--- src/rtl/shift_seq_ctrl.sv ---
// -----------------------------------------------------------------------------
// shift_seq_ctrl
//
// Multi-cycle sequencer for the ALU32 shift/truncate path. One request is
// accepted per start pulse; the latched operand is then shifted by one bit
// per clock for N clocks, and the result is returned in cout1 together with
// a one-cycle done strobe. This is the small serial alternative to a
// combinational barrel shifter.
//
// Ports
//   clk    : system clock, all state changes on the rising edge
//   rst_n  : synchronous active-low reset
//   start  : request strobe, only looked at while not busy
//   op     : 00 SLL, 01 SRL, 10 SRA, 11 ROR
//   In1    : operand to shift
//   In2    : amount source, In2[SHW-1:0] = amount, In2[WIDTH-1] = complement
//   busy   : high while shifting (exactly N cycles per request)
//   done   : result valid strobe
//   cout1  : result register, held until the next completion
// -----------------------------------------------------------------------------
module shift_seq_ctrl #(
    parameter int WIDTH = 32,
    parameter int SHW   = 5
) (
    input  logic             clk,
    input  logic             rst_n,
    input  logic             start,
    input  logic [1:0]       op,
    input  logic [WIDTH-1:0] In1,
    input  logic [WIDTH-1:0] In2,
    output logic             busy,
    output logic             done,
    output logic [WIDTH-1:0] cout1
);

    typedef enum logic [1:0] {
        ST_IDLE  = 2'd0,
        ST_SHIFT = 2'd1,
        ST_DONE  = 2'd2
    } state_t;

    localparam logic [1:0] OP_SLL = 2'b00;
    localparam logic [1:0] OP_SRL = 2'b01;
    localparam logic [1:0] OP_SRA = 2'b10;
    localparam logic [1:0] OP_ROR = 2'b11;

    localparam logic [SHW-1:0] CNT_ONE  = {{(SHW-1){1'b0}}, 1'b1};
    localparam logic [SHW-1:0] CNT_ZERO = {SHW{1'b0}};

    state_t           r_state;
    logic [WIDTH-1:0] r_data;
    logic [SHW-1:0]   r_count;
    logic [1:0]       r_op;
    logic [WIDTH-1:0] r_cout1;
    logic             r_busy;
    logic             r_done;

    logic [WIDTH-1:0] w_shifted;
    logic [SHW-1:0]   w_amount;
    logic             w_accept;

    // Effective amount. With the complement flag set the amount is
    // (2^SHW - amt) mod 2^SHW, which is simply the two's complement
    // negation in SHW bits, so a zero amount stays zero.
    function automatic logic [SHW-1:0] f_eff_amount(input logic [WIDTH-1:0] src);
        logic [SHW-1:0] amt;
        amt = src[SHW-1:0];
        if (src[WIDTH-1]) begin
            f_eff_amount = CNT_ZERO - amt;
        end else begin
            f_eff_amount = amt;
        end
    endfunction

    // One-bit shift step for the selected operation.
    function automatic logic [WIDTH-1:0] f_shift_one(input logic [WIDTH-1:0] d,
                                                     input logic [1:0]       sel);
        case (sel)
            OP_SLL:  f_shift_one = {d[WIDTH-2:0], 1'b0};
            OP_SRL:  f_shift_one = {1'b0, d[WIDTH-1:1]};
            OP_SRA:  f_shift_one = {d[WIDTH-1], d[WIDTH-1:1]};
            OP_ROR:  f_shift_one = {d[0], d[WIDTH-1:1]};
            default: f_shift_one = d;
        endcase
    endfunction

    // Next-step data value and the amount decoded from the live inputs.
    always_comb begin
        w_shifted = f_shift_one(r_data, r_op);
        w_amount  = f_eff_amount(In2);
        // A new request can be taken in IDLE and also in DONE, which lets
        // back-to-back requests run without an IDLE bubble.
        if ((r_state == ST_IDLE) || (r_state == ST_DONE)) begin
            w_accept = start;
        end else begin
            w_accept = 1'b0;
        end
    end

    // Sequencer state, operand/count registers and registered outputs.
    always_ff @(posedge clk) begin
        if (!rst_n) begin
            r_state <= ST_IDLE;
            r_data  <= {WIDTH{1'b0}};
            r_count <= CNT_ZERO;
            r_op    <= 2'b00;
            r_cout1 <= {WIDTH{1'b0}};
            r_busy  <= 1'b0;
            r_done  <= 1'b0;
        end else begin
            case (r_state)
                ST_IDLE, ST_DONE: begin
                    if (w_accept) begin
                        r_data  <= In1;
                        r_count <= w_amount;
                        r_op    <= op;
                        if (w_amount == CNT_ZERO) begin
                            // Zero amount completes at the accepting edge.
                            r_cout1 <= In1;
                            r_state <= ST_DONE;
                            r_busy  <= 1'b0;
                            r_done  <= 1'b1;
                        end else begin
                            r_state <= ST_SHIFT;
                            r_busy  <= 1'b1;
                            r_done  <= 1'b0;
                        end
                    end else begin
                        r_state <= ST_IDLE;
                        r_busy  <= 1'b0;
                        r_done  <= 1'b0;
                    end
                end
                ST_SHIFT: begin
                    r_data  <= w_shifted;
                    r_count <= r_count - CNT_ONE;
                    if (r_count == CNT_ONE) begin
                        // Last step: publish the shifted value directly.
                        r_cout1 <= w_shifted;
                        r_state <= ST_DONE;
                        r_busy  <= 1'b0;
                        r_done  <= 1'b1;
                    end else begin
                        r_state <= ST_SHIFT;
                        r_busy  <= 1'b1;
                        r_done  <= 1'b0;
                    end
                end
                default: begin
                    r_state <= ST_IDLE;
                    r_busy  <= 1'b0;
                    r_done  <= 1'b0;
                end
            endcase
        end
    end

    assign busy  = r_busy;
    assign done  = r_done;
    assign cout1 = r_cout1;

endmodule

--- config.mk ---
export PLATFORM = sky130hd
export DESIGN_NAME = shift_seq_ctrl
export DESIGN_NICKNAME = d
export VERILOG_FILES = /design/src/rtl/shift_seq_ctrl.sv
export SDC_FILE = /design/constraint.sdc
export NUM_CORES = 1
export LEC_CHECK = 0
export ABC_AREA = 1
export CAP_MARGIN = 40
export CORE_ASPECT_RATIO = 1.4
export CORE_UTILIZATION = 40
export CTS_CLUSTER_SIZE = 28
export DETAILED_ROUTE_END_ITERATION = 6
export PLACE_DENSITY = 0.78
export REMOVE_ABC_BUFFERS = 1
export SETUP_SLACK_MARGIN = 0.15
export SLEW_MARGIN = 40
export SYNTH_ARGS = -nofsm -noshare
export SYNTH_HDL_FRONTEND = slang
export SYNTH_SLANG_ARGS = --single-unit
export TNS_END_PERCENT = 1
--- constraint.sdc ---
create_clock -name clk -period 3.1 [get_ports clk]
set_input_delay 0.62 -clock clk [delete_from_list [all_inputs] [get_ports clk]]
set_output_delay 0.62 -clock clk [all_outputs]
set_load 0.02 [all_outputs]
Yosys cells after proc, flatten, opt, wreduce, memory -nomap -nowiden
Cells that the tools add are included.
{ "word_totals": {"reg_bits": 75, "out_inout_bits": 34} }
{ "classes": {"muxes": 23, "n_reduce_logical": 9, "n_eq_ne": 9, "add_sub_neg": 2} }
{ "ops": {"columns": ["operator", "n"], "rows": [
  ["2-to-1 mux 32 bit", 4],
  ["one-hot mux 32 bit (2 select lines)", 2],
  ["one-hot mux 32 bit (4 select lines)", 1],
  ["2-to-1 mux 5 bit", 2],
  ["one-hot mux 5 bit (2 select lines)", 1],
  ["2-to-1 mux 1 bit", 7],
  ["== test 2 bit, second input constant", 3],
  ["2-to-1 mux 2 bit", 3],
  ["!= test 2 bit, second input constant", 3],
  ["== test 5 x 1 -> 1 bit, second input constant", 1],
  ["logical NOT 5 bit", 1],
  ["subtractor 1 x 5 -> 5 bit, first input constant", 1],
  ["subtractor 5 x 1 -> 5 bit, second input constant", 1],
  ["== test 2 x 1 -> 1 bit, second input constant", 2],
  ["logical NOT 2 bit", 2],
  ["one-hot mux 1 bit (2 select lines)", 2],
  ["one-hot mux 2 bit (2 select lines)", 1],
  ["AND reduction 2 bit", 2],
  ["AND reduction 4 bit", 1],
  ["nonzero test 2 bit", 1],
  ["OR reduction 2 bit", 1],
  ["logical OR 1 bit", 1]
]} }

Logic depth before layout (Yosys ltp)
{ "logic_depth": {"depth_word": 6, "mapped_depth": 12, "mapped_depth_nobuf": 11} }

Worst setup path after synthesis
No wires, ideal clock.
{ "synth_timing": {"path_kind": "input to register", "from": "in In2[0]", "to": "reg r_cout1[10] (netlist: cout1[10])", "path_stages": 11, "setup_ps": 113, "arrival_ps": 1632, "slack_ps": 1356, "path_cell_list": "inv_1 > ha_1 > nand2_1 > nand2_1 > nand2_2 > nand3_2 > o21ai_1 > nand2_2 > buf_6 > nor2_1 > nor2_1"} }
{ "synth_via": {"elab_chain_cells": 5} }
{ "synth_rtl": {"columns": ["element", "line_no", "source"], "rows": [
  ["from (decl)", "30", "input logic [WIDTH-1:0] In2,"],
  ["subtractor 1 x 5 -> 5 bit", "69", "f_eff_amount = CNT_ZERO - amt;"],
  ["2-to-1 mux 5 bit (*)", "68", "if (src[WIDTH-1]) begin"],
  ["logical NOT 5 bit (*)", "117", "if (w_amount == CNT_ZERO) begin"],
  ["!= test 2 bit (no line) (*)", null, null],
  ["AND reduction 4 bit (no line) (*)", null, null],
  ["to (signal assigned)", "107", "r_cout1 <= {WIDTH{1'b0}};"],
  ["to (signal assigned)", "119", "r_cout1 <= In1;"],
  ["to (signal assigned)", "139", "r_cout1 <= w_shifted;"],
  ["to (decl)", "54", "logic [WIDTH-1:0] r_cout1;"]
]} }
Mark *: on every way between the ends. The rest lies on a longest branch, timed or not.
A chain may end at the register's enable or synchronous reset.

Worst setup path after layout
{ "layout_timing": {"from": "in In2[0]", "to": "reg r_cout1[11] (netlist: cout1[11])"} }
Same word-level chain as after synthesis.

==> impl_metrics.toml <==
[logic_synthesis]
synth_top_family_by_area = "simple AND/OR/NAND/NOR gates"
synthXorXnorAreaFrac = 0.00452
synth.avg_cell_area_sq_um = 6.72
synthCells = 577
ys_ff_latch = 73
yosys-mux-area-fraction = 0
synth.distinct_cells = 28
ys_seq_area_frac = 0.377
synthAdderAreaFrac = 0.00968
synth_area_sq_um = 3880
synthSimpleGateAreaFrac = 0.277
yosys_warnings = 0
synth_compound_area_frac = 0.191

[cts]
cts_tree = "built"
holdBufCountCts = 0
tritoncts.num_buffers = 9
cts_num_sinks = 73
path_clk_slew_ps = 60
htreeDepth = 3
worstSkewPairLatency_ps = 330
cts_buffer_depth = 2
root_buffer = "clkbuf_16"
cts_setup_buffers = 0
postCtsResizedCells = 0

[sta]
worst_pin_slew_ps = 663
tns_ps = 0
finalSetupViolCount = 0
fin_skew_ps = 3.45
rsz0062_at_grt = "no"
slew_violations = 0
period_share = 0.750
finalHoldViolCount = 0
max_freq_mhz = 430
slew_headroom = 0.557
finalCriticalPeriod_ps = 2330

[outcome]
outcome = "finished clean"

[detailed_routing]
vias_per_cell = 5.12
drc_errors = 0
wl_met1_microns = 4130
wl_per_cell_microns = 12.8
drt-initial-drc-count = 324
routed_wl_microns = 9580
wl_met2_microns = 4830
topRoutingLayerUsed = "met4"
ant_nets = 0
met3_length_microns = 481
vias = 3830
firstDrtPassIters = 4

[setup_path]
crit_type = "primary input to flop"
critical_path_arrival_ps = 2550
r2r_cells = 8
path_delay_family = "simple AND/OR/NAND/NOR gates"
reg2reg_from = "busy"
r2r_end = "cout1[11]"
crit_required_ps = 3330
start_kind = "primary input"
critPathMaxFanout = 33
setup.worst_path.end_class = "flop"
r2r_slack_ps = 1020
path_cells = "clkdlybuf4s50_1 > inv_1 > ha_1 > nand2_1 > nand2_1 > nand2_2 > nand3_2 > o21ai_1 > nand2_2 > nor2_1 > nor2_1"
critPathMaxStageDelay_ps = 480
slowest_stage = "clkdlybuf4s50_1"
path_buf_inv = 2

[placed_design]
numPortBuffers = 76
dpl.cell_count = 732
gp_congestion = 0.779
place_hpwl_microns = 6120

[final_layout]
fillers = 943
nNetsFinal = 705
fin_cells = 748
areaGrowthSynthToFinish_pct = 27.7
mostFrequentLayoutCell = "nor2_1"
insertedDiodeCount = 0
layout_common_cells = "nor2_1 (106), nand2_1 (79), inv_1 (75), clkdlybuf4s50_1 (75), dfxtp_1 (73)"
post_route_cells_drive_above_1_share = 0.0846

[floorplanning]
placementRows = 42
core_sq_um = 9460
start_util = 0.410
fp.dieW_microns = 85.2
die_h_microns = 118
io_pins = 103
fp.dieArea_sq_um = 10100

[min_path]
worstHoldPathType = "flop to flop"
worstHoldEndpoint = "r_op[0]"
min-delay-start = "r_op[0]"
min_delay_path_depth = 2

[grt]
first_global_vias = 3588
grt_start_max_net_pins = 43
antenna_found_initial = 0
grt_overflow = 0
grt_pass1_wl_microns = 15700
track_usage = 0.193

[power]
vdd_drop_max_mv = 0.236
power_density_nw_per_um2 = 606
leakage_nw = 2.37

[job]
cap_violations = 0
## flip-flops by register name, summed over array words and instances (netlist names)
signal and cells:
r_data 32, done 1, busy 1, r_count 5, cout1 32, r_op 2
## through the flow
step                setup WS, ps  hold WS (ps)  utilization  power, mW  instance area, sq um
floorplan                    162           467            -       1.48                  3630
global placement             474           482        0.483       1.69                  4570
detailed placement           414           498        0.483       1.71                  4570
CTS                          743           506        0.523       3.01                  4950
global route                 540           541        0.523       3.14                  4950
finish                       775           505        0.523       3.00                  4950
## synthesized netlist by cell type
cell / number / area share
nand3_1: 38 / 0.049
o21ai_1: 26 / 0.034
clkbuf_1: 6 / 0.0058
a31oi_1: 2 / 0.0032
o211ai_1: 17 / 0.033
nand4_1: 1 / 0.0016
nand3b_1: 1 / 0.0019
a21oi_1: 9 / 0.012
dfxtp_1: 73 / 0.38
inv_2: 2 / 0.0019
nand2_2: 5 / 0.0081
a221oi_1: 1 / 0.0023
nor2_4: 1 / 0.0029
nor2_1: 106 / 0.10
ha_1: 3 / 0.0097
xor2_1: 2 / 0.0045
clkbuf_2: 1 / 0.0013
nand2_1: 79 / 0.076
buf_2: 14 / 0.018
buf_6: 9 / 0.026
inv_1: 77 / 0.075
nand3_2: 2 / 0.0052
or2_2: 16 / 0.026
o21bai_1: 14 / 0.027
o21ai_0: 62 / 0.080
nor2_2: 2 / 0.0032
buf_1: 2 / 0.0019
buf_4: 6 / 0.012
## kinds of logic (layout without fill, tap and decap cells)
logic type	count (synthesis)	count (layout)
buffers and inverters	117	178
and+or+nand+nor	251	251
AOI/OAI and AO/OA	131	131
DFF	73	73
xor gates and xnor gates	2	2
adders and majority gates	3	3
## per-layer routing
metal  vias to the layer above  global-route usage
li1                       1943                   -
met1                      1762               0.219
met2                       112               0.349
met3                        13              0.0447
met4                         0              0.0699
met5                         -                   0
## how the worst max path moves through the flow
| stage | start | end | slack (ps) | cells after the start |
|---|---|---|---|---|
| 2_1_floorplan | busy | r_data[14] | 160 | 7 |
| 3_3_place_gp | In2[0] | cout1[4] | 470 | 11 |
| 3_5_place_dp | In2[0] | cout1[24] | 410 | 11 |
| 4_1_cts | In2[0] | cout1[15] | 740 | 11 |
| 5_1_grt | In2[0] | cout1[1] | 540 | 11 |
| 6_report | In2[0] | cout1[11] | 770 | 11 |
## report_power, final
part           total (mW)  switching (mW)  internal (mW)
logic               0.609           0.358          0.251
registers            1.09          0.0589           1.03
clock network        1.30           0.395          0.910
## worst min-delay path: stages (launching register included)
cell	delay [ps]
dfxtp_1	330
inv_1	70
a21oi_1	60
## layout make-up
type                            instances  area (sq um)  area share
Sequential cell                        73          1460       0.295
Clock buffer                           11           253      0.0511
Multi-Input combinational cell        387          1870       0.377
Timing Repair Buffer                   83           808       0.163
Inverter                               79           297      0.0599
Tap cell                              110           138      0.0278
Clock inverter                          5           125      0.0253
No activity file was read; power rests on OpenSTA's default activity.
